==> config.mk <==
export PLATFORM = sky130hd
export DESIGN_NAME = rr_mux_4x1_flat
export DESIGN_NICKNAME = d
export VERILOG_FILES = /design/src/rtl/rr_mux_4x1_if.sv /design/src/rtl/rr_mux_4x1.sv /design/src/flat_wrapper.sv
export SDC_FILE = /design/constraint.sdc
export NUM_CORES = 1
export LEC_CHECK = 0
export ABC_AREA = 1
export CORE_MARGIN = 4
export CORE_UTILIZATION = 35
export CTS_BUF_LIST = sky130_fd_sc_hd__clkbuf_8
export DETAILED_ROUTE_END_ITERATION = 10
export GPL_TIMING_DRIVEN = 0
export PLACE_DENSITY = 0.68
export SYNTH_ARGS = -nofsm -noshare
export SYNTH_HDL_FRONTEND = slang
export SYNTH_SLANG_ARGS = --single-unit
export TNS_END_PERCENT = 100
==> constraint.sdc <==
create_clock -name clk -period 2.35 [get_ports clk]
set_clock_uncertainty 0.15 [all_clocks]
set_input_delay 0.235 -clock clk [delete_from_list [all_inputs] [get_ports clk]]
set_output_delay 0.235 -clock clk [all_outputs]
set_load 0.005 [all_outputs]
==> src/rtl/rr_mux_4x1_if.sv <==
// Valid/ready bundle between four source channels and the merged output of rr_mux_4x1.
// The mux takes the slave view; whoever drives the channels and sinks the output takes master.
interface rr_mux_4x1_if #(
  parameter int DATA_W = 8
);
  logic [3:0]          in_valid;
  logic [3:0]          in_last;
  logic [4*DATA_W-1:0] in_data;
  logic [3:0]          in_ready;
  logic                out_valid;
  logic [DATA_W-1:0]   out_data;
  logic                out_last;
  logic [1:0]          out_sel;
  logic                out_ready;

  modport master (
    output in_valid, in_last, in_data, out_ready,
    input  in_ready, out_valid, out_data, out_last, out_sel
  );

  modport slave (
    input  in_valid, in_last, in_data, out_ready,
    output in_ready, out_valid, out_data, out_last, out_sel
  );
endinterface

==> src/rtl/rr_mux_4x1.sv <==
// Four-channel round-robin packet merge with a one-beat registered output stage.
// The grant is held from the first beat of a packet until its last beat transfers.
module rr_mux_4x1 #(
  parameter int DATA_W = 8
) (
  input  logic          clk,
  input  logic          rst,
  input  logic          en,
  rr_mux_4x1_if.slave   bus
);

  typedef enum logic {IDLE, LOCK} state_t;

  state_t            state;
  logic [1:0]        grant;
  logic [1:0]        last_grant;
  logic              out_valid_q;
  logic [DATA_W-1:0] out_data_q;
  logic              out_last_q;
  logic [1:0]        out_sel_q;

  logic [1:0]        pick;
  logic              found;
  logic [1:0]        cur_g;
  logic              free;
  logic [3:0]        ready;
  logic              xfer;

  // Round-robin search starting just after the most recently completed channel.
  // NOTE: every always_comb output gets a default first, so no path leaves it
  // unassigned and no latch is inferred.
  always_comb begin
    pick  = last_grant;
    found = 1'b0;
    for (int k = 1; k <= 4; k++) begin
      if (!found && bus.in_valid[last_grant + k[1:0]]) begin
        pick  = last_grant + k[1:0];
        found = 1'b1;
      end
    end
  end

  assign cur_g = (state == LOCK) ? grant : pick;
  assign free  = !out_valid_q || bus.out_ready;

  always_comb begin
    ready = '0;
    if (!rst && free && (state == LOCK || (en && found)))
      ready[cur_g] = 1'b1;
  end

  assign xfer = |(bus.in_valid & ready);

  // NOTE: sequential state uses non-blocking assignments so every register
  // samples pre-edge values regardless of statement order.
  always_ff @(posedge clk or posedge rst) begin
    if (rst) begin
      state       <= IDLE;
      grant       <= 2'd0;
      last_grant  <= 2'd3;
      out_valid_q <= 1'b0;
      out_data_q  <= '0;
      out_last_q  <= 1'b0;
      out_sel_q   <= 2'd0;
    end else if (xfer) begin
      out_valid_q <= 1'b1;
      out_data_q  <= bus.in_data[cur_g*DATA_W +: DATA_W];
      out_last_q  <= bus.in_last[cur_g];
      out_sel_q   <= cur_g;
      if (bus.in_last[cur_g]) begin
        state      <= IDLE;
        last_grant <= cur_g;
      end else begin
        state <= LOCK;
        grant <= cur_g;
      end
    end else if (bus.out_ready) begin
      out_valid_q <= 1'b0;
    end
  end

  assign bus.in_ready  = ready;
  assign bus.out_valid = out_valid_q;
  assign bus.out_data  = out_data_q;
  assign bus.out_last  = out_last_q;
  assign bus.out_sel   = out_sel_q;

endmodule

==> src/flat_wrapper.sv <==
// flat-port wrapper written by rule: the top's interface ports become plain ports
module rr_mux_4x1_flat 
#(
  parameter int DATA_W = 8
)
  (clk, rst, en, bus_in_valid, bus_in_last, bus_in_data, bus_out_ready, bus_in_ready, bus_out_valid, bus_out_data, bus_out_last, bus_out_sel);
  rr_mux_4x1_if #(.DATA_W(DATA_W)) bus_i ();
  input  logic clk;
  input  logic rst;
  input  logic en;
  input wire logic [$bits(bus_i.in_valid)-1:0] bus_in_valid;
  input wire logic [$bits(bus_i.in_last)-1:0] bus_in_last;
  input wire logic [$bits(bus_i.in_data)-1:0] bus_in_data;
  input wire logic [$bits(bus_i.out_ready)-1:0] bus_out_ready;
  output wire logic [$bits(bus_i.in_ready)-1:0] bus_in_ready;
  output wire logic [$bits(bus_i.out_valid)-1:0] bus_out_valid;
  output wire logic [$bits(bus_i.out_data)-1:0] bus_out_data;
  output wire logic [$bits(bus_i.out_last)-1:0] bus_out_last;
  output wire logic [$bits(bus_i.out_sel)-1:0] bus_out_sel;
  assign bus_i.in_valid = bus_in_valid;
  assign bus_i.in_last = bus_in_last;
  assign bus_i.in_data = bus_in_data;
  assign bus_i.out_ready = bus_out_ready;
  assign bus_in_ready = bus_i.in_ready;
  assign bus_out_valid = bus_i.out_valid;
  assign bus_out_data = bus_i.out_data;
  assign bus_out_last = bus_i.out_last;
  assign bus_out_sel = bus_i.out_sel;
  rr_mux_4x1 #(.DATA_W(DATA_W)) u_core (.clk(clk), .rst(rst), .en(en), .bus(bus_i));
endmodule
* Word-level counts from Yosys, hierarchy flattened
Index checks and enable logic that the tools add are counted.
Storage, ports and cells: output and inout port bits 16, bits in registers 17
Cells by class: bitwise operators 2, mux-type cells 25, shifts and indexed selects 1, reduce and logical (&&, ||, !) cells 18, add/subtract/negate cells 3, order comparisons 6
Operator list (number):
- indexed part select 32 x 6 -> 8 bit | 1
- less-than comparator 2 x 3 -> 1 bit (second input constant) | 5
- 2-to-1 mux 1 bit | 13
- binary-select mux 1 bit (select 2 bit) | 5
- 2-to-1 mux 2 bit | 5
- logical AND 1 bit | 7
- zero test 1 bit | 5
- adder 2 bit (second input constant) | 2
- bitwise AND 4 bit | 1
- 2-to-1 mux 4 bit | 1
- AND reduction 2 bit | 2
- OR reduction 4 bit | 1
- adder 2 x 1 -> 2 bit (second input constant) | 1
- demux 1 bit (select 2 bit) | 1
- >= comparator 2 x 1 -> 1 bit (second input constant) | 1
- logical OR 1 bit | 2
- nonzero test 2 bit | 1
- NOT 1 bit | 1

* Logic depth before layout (Yosys ltp)
Gate-level depths: netlist of run 1.
depth in word-level cells 22, mapped depth 18, depth with buffers taken out 18

* Worst setup path after synthesis of run 1
Ideal clock, no wire load.
path type register -> register, start register u_core.last_grant[0], end register u_core.out_last_q (netlist: u_core.bus.out_last), stages on the path, launching flop included 18, setup slack 0.164 ns, buffers on the path 2, period minus slack after synthesis 2.186 ns, arrival 1.910 ns, cell sequence dfstp_2 > buf_4 > nand2_1 > nand2_1 > nand2_2 > nand2_4 > inv_2 > nand3_2 > nand3_1 > nand2_1 > nand2_1 > nand2_2 > nand3_1 > nand2_2 > nor2_4 > buf_4 > nand2_1 > nand2_1
Between the ends: word-level cells in the longest chain between the ends 21, elaborated cells between the ends (all ways) 39
Ends and longest elaborated chain:
- start: declaration | line rr_mux_4x1.sv:16 | logic [1:0] last_grant;
- start signal: assignment | line rr_mux_4x1.sv:72 | last_grant <= cur_g;
- adder 2 x 1 -> 2 bit | line rr_mux_4x1.sv:36, rr_mux_4x1.sv:37
- binary-select mux 1 bit (select 2 bit) | line rr_mux_4x1.sv:36 | if (!found && bus.in_valid[last_grant + k[1:0]]) begin
- 2-to-1 mux 1 bit (implied by the code) | line rr_mux_4x1.sv:36
- 2-to-1 mux 1 bit | line rr_mux_4x1.sv:36
- zero test 1 bit | line rr_mux_4x1.sv:36
- logical AND 1 bit | line rr_mux_4x1.sv:36
- 2-to-1 mux 1 bit | line rr_mux_4x1.sv:36
- zero test 1 bit | line rr_mux_4x1.sv:36
- [... 5 more ...]
- 2-to-1 mux 2 bit | line rr_mux_4x1.sv:43 | assign cur_g = (state == LOCK) ? grant : pick;
- less-than comparator 2 x 3 -> 1 bit (implied by the code) or >= comparator 2 x 1 -> 1 bit (tied branches) | line rr_mux_4x1.sv:49 | ready[cur_g] = 1'b1;
- logical AND 1 bit (implied by the code) | line rr_mux_4x1.sv:49
- 2-to-1 mux 1 bit (implied by the code) | line rr_mux_4x1.sv:49
- demux 1 bit (select 2 bit)
- 2-to-1 mux 4 bit | line rr_mux_4x1.sv:48 | if (!rst && free && (state == LOCK || (en && found)))
- bitwise AND 4 bit | line rr_mux_4x1.sv:52 | assign xfer = |(bus.in_valid & ready);
- OR reduction 4 bit | line rr_mux_4x1.sv:52
- end signal: assignment | line rr_mux_4x1.sv:68 | out_last_q <= bus.in_last[cur_g];
- end: declaration | line rr_mux_4x1.sv:19 | logic out_last_q;
Several ways; a longest one is shown, not always the timed one. The select of a mux whose other input is x is not followed. A chain may end at the register's enable or synchronous reset.

* Worst setup path in the final report of run 1
start register u_core.last_grant[0], end register u_core.out_data_q[7] (netlist: u_core.bus.out_data[7])
Between the ends: word-level cells in the longest chain between the ends 21, elaborated cells between the ends (all ways) 38
Ends and longest elaborated chain:
- adder 2 x 1 -> 2 bit | line rr_mux_4x1.sv:36, rr_mux_4x1.sv:37
- binary-select mux 1 bit (select 2 bit) | line rr_mux_4x1.sv:36
- 2-to-1 mux 1 bit (implied by the code) | line rr_mux_4x1.sv:36
- 2-to-1 mux 1 bit | line rr_mux_4x1.sv:36
- zero test 1 bit | line rr_mux_4x1.sv:36
- logical AND 1 bit | line rr_mux_4x1.sv:36
- 2-to-1 mux 1 bit | line rr_mux_4x1.sv:36
- zero test 1 bit | line rr_mux_4x1.sv:36
- [... 5 more ...]
- 2-to-1 mux 2 bit | line rr_mux_4x1.sv:43
- less-than comparator 2 x 3 -> 1 bit (implied by the code) or >= comparator 2 x 1 -> 1 bit (tied branches) | line rr_mux_4x1.sv:49
- logical AND 1 bit (implied by the code) | line rr_mux_4x1.sv:49
- 2-to-1 mux 1 bit (implied by the code) | line rr_mux_4x1.sv:49
- demux 1 bit (select 2 bit)
- 2-to-1 mux 4 bit | line rr_mux_4x1.sv:48
- bitwise AND 4 bit | line rr_mux_4x1.sv:52
- OR reduction 4 bit | line rr_mux_4x1.sv:52
- end signal: assignment | line rr_mux_4x1.sv:67 | out_data_q <= bus.in_data[cur_g*DATA_W +: DATA_W];
- end: declaration | line rr_mux_4x1.sv:18 | logic [DATA_W-1:0] out_data_q;
Several ways; a longest one is shown, not always the timed one. The select of a mux whose other input is x is not followed.

==> results_dict.tcl, run 1 <==
set metrics [dict create \
    dpl_cell_area_sq_mm 0.00206 \
    fp-row-count 22 \
    hold_viol_final 0 \
    synthMuxAreaShare 0 \
    synth-simple-area-share 0.530 \
    htreeDepth 1 \
    postCtsHoldBufs 0 \
    overflow 0 \
    pre_cts_slack_ns -0.466 \
    drc 0 \
    diodes 0 \
    synthAdderAreaFrac 0 \
    dr_wl_met2_um 2480 \
    violations "setup timing" \
    cp.depth 18 \
    wl_met1_um 1960 \
    cts_tree "yes" \
    rsz0062_at_grt "true" \
    synth_xor_area_frac 0 \
    setup_viol 21 \
    synth-compound-area-share 0.0942 \
    grt_max_degree 18 \
    synth_top_family_by_area "simple AND/OR/NAND/NOR gates" \
    place.gp.congestion 0.758 \
    ios 60 \
    numCtsBuffers 3 \
    yosys.area.top_type "nand2_1" \
    synth_top_area_share 0.269 \
    core-area_sq_mm 0.00377 \
    ys_ff_latch 17 \
    p_leak_nw 1.22 \
    slew_viol_final 0 \
    root_buffer "clkbuf_8" \
    synth.area.top_cells "nand2_1 27%, dfrtp_1 27%, nand3_1 6.8%" \
    post-route-util 0.698 \
    die_x_um 71.4 \
    die_area_sq_mm 0.00510 \
    clock_latency_ns 0.25 \
    cts.clk_slew.worst_paths_ns 0.07 \
    start_kind "flop" \
    routed.top_layer "met4" \
    grt_pass1_vias 1760 \
    clock_path_buffers 2 \
    area_growth_pct 87.0 \
    cpLargestDelayFamily "simple AND/OR/NAND/NOR gates" \
    tightest_slew_ns 0.673 \
    nNetsFinal 355 \
    grt_pass1_wl_um 7760 \
    drive_gt1_frac 0.368 \
    maxCapViolations 0 \
    firstDrtPassIters 4 \
    die_h_um 71.4 \
    cts_sinks 17 \
    wl_um 4920 \
    cp_num_buf_inv 4 \
    worstPathCellList "clkinv_4, nand2_4, nand2_4, nand2_4, nand2_8, inv_6, nand3_4, nand3_2, nand2_1, nand2_1, nand2_2, buf_8, buf_12, nor2_4, nand2_1, o211ai_1, nand2_2, nand2_2" \
    finalCritPeriodShare 1.07 \
    vias 1774 \
    syn_avg_cell_area_sq_um 6.37 \
    antenna_left 0 \
    crit_required_ns 2.40 \
    syn_nets 265 \
    crit_type "flop to flop" \
    fin_ws_ns -0.176 \
    viasPerCell 4.96 \
    synth.cell_area_sq_mm 0.00141 \
    ir_worst_vdd_mv 0.645 \
    yosysWarnings 0 \
    grt_antenna_before_repair 0 \
    ys_types 21 \
    fin_total_pwr_w 0.00414 \
    crit_fanout 8 \
    crit_path_end_kind "flop" \
    r2r_cells 18 \
    power_density_mw_per_mm2 1570 \
    syn_inst 221 \
    cpPeakStageDelay_ns 0.58 \
    start_util 0.373 \
    cp_slowest_cell "dfstp_2" \
    critPathArrivalTime_ns 2.57 \
    fmax_mhz 396 \
    post-route-cell-area_sq_mm 0.00263 \
    synth_seq_area_share 0.304 \
    grtUsageTotal 0.186 \
    portBuffers 59 \
    hold_class "input pin to asynchronous set/reset pin" \
    drtIter0Drc 50 \
    period_minus_slack_ns 2.53 \
    slew_headroom 0.551 \
    avgRoutedWirePerCell_um 13.8 \
    status "finished with violations" \
    dp_hpwl_um 3270 \
    wl_met3_um 405 \
]
==> layer usage <==
metal  track usage  vias up
li1              -      881
met1         0.211      818
met2         0.343       66
met3        0.0603        9
met4        0.0313        0
met5             0        -
==> layout make-up <==
type                       instances  area [sq um]
multi-input combinational        182          1160
fill                             335          1140
timing repair buffer              85           812
sequential                        17           428
inverter                          16          75.1
tap                               48          60.1
buffer                             6          55.1
clock buffer                       3          41.3
clock inverter                     1          3.75
==> flip-flops by register name, summed over array words and instances, names as in the netlist <==
signal                count
u_core.bus.out_data       8
u_core.bus.out_last       1
u_core.bus.out_sel        2
u_core.bus.out_valid      1
u_core.grant              2
u_core.last_grant         2
u_core.state              1
==> logic make-up (layout without fill, tap and decap cells) <==
kind of cell	after synthesis	in the layout
buffers and inverters	22	111
AO/OA/AOI/OAI	22	22
flip-flops	17	17
AND/OR/NAND/NOR	160	160
==> metrics by stage <==
step,setup TNS (ns),hold WS (ns),cells
2_1_floorplan,0,0.00961,221
3_3_place_gp,-4.26,0.311,328
3_5_place_dp,-4.81,0.316,328
4_1_cts,-1.28,0.277,354
5_1_grt,-5.63,0.316,358
6_report,-2.26,0.265,358
==> synth_stat cells <==
master	count
o211ai_1	8
nand2_1	101
nand3_1	19
nor2_4	3
nor2_1	13
o21bai_1	1
dfstp_2	2
nand3_2	5
o21ai_1	4
buf_2	3
buf_6	1
o21ai_0	8
inv_2	6
nand2_2	11
nand2_4	4
inv_1	10
dfrtp_1	15
nor2_2	2
a21oi_1	1
or2_2	2
buf_4	2
==> worst register-to-register path: cells and delay by family (launching register included) <==
family | cells | cell delay (ns)
AOI/OAI and AO/OA | 1 | 0.13
buffers and inverters | 4 | 0.47
and+or+nand+nor | 13 | 1.15
DFF | 1 | 0.58
==> final timing paths <==
check	startpoint	endpoint	slack, ns
worst max-delay path	u_core.last_grant[0]	u_core.bus.out_data[7]	-0.18
worst min-delay path	rst	u_core.bus.out_data[6]	0.27
worst min register to register	u_core.bus.out_data[0]	u_core.bus.out_data[0]	0.34
max in group asynchronous	rst	u_core.state	1.36
worst max register to register	u_core.last_grant[0]	u_core.bus.out_data[7]	-0.18
min in group clk	u_core.bus.out_data[0]	u_core.bus.out_data[0]	0.34
==> cell usage in the layout (no fill, tap or decap), drive strengths merged <==
cell           synthesis  routed
o211ai                 8       8
inv                   16      16
buf                    6      36
or2                    2       2
o21bai                 1       1
clkdlybuf4s50          0      55
clkinv                 0       1
nor2                  18      18
o21ai                 12      12
dfstp                  2       2
nand2                116     116
a21oi                  1       1
nand3                 24      24
dfrtp                 15      15
clkbuf                 0       3
==> report_power, final <==
part / leakage (nW) / total [W] / internal (W) / switching [W]
clock network: 0.0269 / 0.000215 / 0.000116 / 0.0000993
registers: 0.211 / 0.000534 / 0.000444 / 0.0000905
logic: 0.979 / 0.00339 / 0.00151 / 0.00188
==> timing repair <==
action | CTS | global route
setup buffers | 19 | 4
pin swaps | 28 | 30
gates cloned | 3 | 0
gates resized for setup | 71 | 31
endpoints found under the setup margin | 20 | 21
No activity file was read; power rests on OpenSTA's default activity.
==> inputs of run 2 (changes only) <==
Settings changed: CTS_CLUSTER_DIAMETER from default to 100.
==> results of run 2 <==
Same layout as run 1: the final DEF is identical, and so are final timing and power.
==> inputs of run 3 (changes only) <==
Settings changed: CORE_ASPECT_RATIO from default to 0.9, RECOVER_POWER from default to 100.
==> results_dict.tcl, run 3 (synthesis gave the netlist of run 1 again) <==
set metrics [dict create \
    dpl_cell_area_sq_mm 0.00206 \
    cts_tree "yes" \
    post-route-cell-area_sq_mm 0.00270 \
    start_util 0.369 \
    hold_viol_final 0 \
    cts.clk_slew.worst_paths_ns 0.07 \
    numCtsBuffers 3 \
    slew_viol_final 0 \
    period_minus_slack_ns 2.60 \
    drive_gt1_frac 0.364 \
    start_kind "flop" \
    die_h_um 68.2 \
    crit_fanout 7 \
    rsz0062_at_grt "true" \
    power_density_mw_per_mm2 1650 \
    critPathCapture "u_core.grant[0]" \
    critPathArrivalTime_ns 2.64 \
    r2r_cells 21 \
    violations "setup timing" \
    die_x_um 74.8 \
    final_cell_mix "85 x nand2_1, 42 x clkdlybuf4s50_1, 28 x buf_4, 17 x nand2_2, 15 x dfrtp_1" \
    die_area_sq_mm 0.00510 \
    r2r_start "u_core.last_grant[0]" \
    setup_viol 21 \
    avgRoutedWirePerCell_um 14.4 \
    nNetsFinal 369 \
    drtIter0Drc 79 \
    finalCritPeriodShare 1.11 \
    largest_reg_flops 8 \
    crit_required_ns 2.39 \
    tightest_slew_ns 0.644 \
    dp_hpwl_um 3220 \
    viasPerCell 4.85 \
    postCtsHoldBufs 0 \
    fin_ws_ns -0.248 \
    ios 60 \
    clock_path_buffers 2 \
    p_leak_nw 1.31 \
    core-area_sq_mm 0.00381 \
    grt_pass1_wl_um 8440 \
    firstDrtPassIters 4 \
    status "finished with violations" \
    antenna_left 0 \
    grt_antenna_before_repair 0 \
    grt_max_degree 18 \
    fp-row-count 21 \
    grt_pass1_vias 1809 \
    htreeDepth 1 \
    final_common_cell "nand2_1" \
    diodes 0 \
    fmax_mhz 385 \
    drc 0 \
    r2r_slack_ns -0.25 \
    slew_headroom 0.570 \
    vias 1794 \
    wl_um 5340 \
    crit_path_end_kind "flop" \
    grtUsageTotal 0.216 \
    root_buffer "clkbuf_8" \
    worstReg2RegEnd "u_core.grant[0]" \
    overflow 0 \
    crit_path_start "u_core.last_grant[0]" \
    cts_sinks 17 \
    maxCapViolations 0 \
    ir_worst_vdd_mv 1.06 \
    crit_type "flop to flop" \
    hold_class "flop to flop" \
    fin_total_pwr_w 0.00443 \
    portBuffers 59 \
    area_growth_pct 91.5 \
    place.gp.congestion 0.775 \
    clock_latency_ns 0.25 \
    fill_cells 287 \
]
[run 3: changes by cell type in the layout (fill, tap and decap cells not counted), sizes merged]
cell / previous run / this run
buf: 36 / 50
clkdlybuf4s50: 55 / 42
dlygate4sd3: 0 / 13
clkinv: 1 / 0
inv: 16 / 17
[run 3: metrics by stage]
stage / std cells / setup slack (ns) / setup TNS (ns) / utilization / hold slack [ns]
after global routing: 370 / -0.366 / -6.82 / 0.707 / 0.360
after global placement: 326 / -0.469 / -5.11 / 0.540 / 0.312
final: 370 / -0.248 / -4.08 / 0.707 / 0.329
after CTS: 361 / -0.130 / -1.89 / 0.672 / 0.276
after detailed placement: 326 / -0.488 / -5.45 / 0.540 / 0.317
after floorplan: 221 / 0.164 / 0 / - / 0.00961
[run 3: final cells by class]
type,instances,area [sq um],area share
Multi-Input combinational cell,182,1070,0.396
Timing Repair Buffer,99,967,0.359
Sequential cell,17,428,0.159
Inverter,16,70.1,0.0260
Buffer,6,58.8,0.0218
Tap cell,46,57.6,0.0214
Clock buffer,3,41.3,0.0153
Clock inverter,1,3.75,0.00139
[run 3: metal layers]
| layer | vias up | track usage | wire [um] |
|---|---|---|---|
| li1 | 912 | - | - |
| met1 | 829 | 0.280 | 2320 |
| met2 | 51 | 0.371 | 2770 |
| met3 | 2 | 0.0323 | 210 |
| met4 | 0 | 0.0600 | 38 |
| met5 | - | 0 | 0 |
[run 3: power breakdown]
group / internal, W / leakage [nW] / switching [W]
registers: 0.000443 / 0.211 / 0.0000925
clock network: 0.000116 / 0.0269 / 0.000107
logic: 0.00174 / 1.07 / 0.00194
total: 0.00230 / 1.31 / 0.00214
[run 3: worst min-delay path by stage]
stage | start | to | slack (ns) | cells after the start
finish | u_core.bus.out_sel[1] | u_core.bus.out_sel[1] | 0.33 | 2
CTS | rst | u_core.bus.out_data[3] | 0.28 | 2
detailed placement | u_core.bus.out_data[2] | u_core.bus.out_data[2] | 0.32 | 2
floorplan | rst | u_core.bus.out_data[0] | 0.01 | 1
global route | u_core.bus.out_last | u_core.bus.out_last | 0.36 | 2
global placement | u_core.bus.out_data[0] | u_core.bus.out_data[0] | 0.31 | 2
[run 3: worst max-delay path: stages (launching register included)]
cell and delay, ns:
dfstp_2 0.58, buf_6 0.14, nand2_2 0.07, nand2_4 0.08
nand2_2 0.07, nand2_4 0.11, buf_6 0.10, inv_2 0.03
nand3_2 0.05, nand2_1 0.05, nand2_1 0.07, nand2_2 0.10
nor2_4 0.14, buf_6 0.13, nand3_2 0.06, nand2_2 0.09
inv_2 0.06, nand2_4 0.10, buf_12 0.11, buf_8 0.11
nand3_2 0.06, nand2_1 0.07
[run 3: timing repair]
action | 4_1_cts | 5_1_grt
gates cloned | 2 | 0
buffers inserted | 29 | 9
setup endpoints to repair | 20 | 21
endpoints found under the hold margin | 0 | 0
pin swaps | 26 | 9
gates resized for setup | 66 | 15
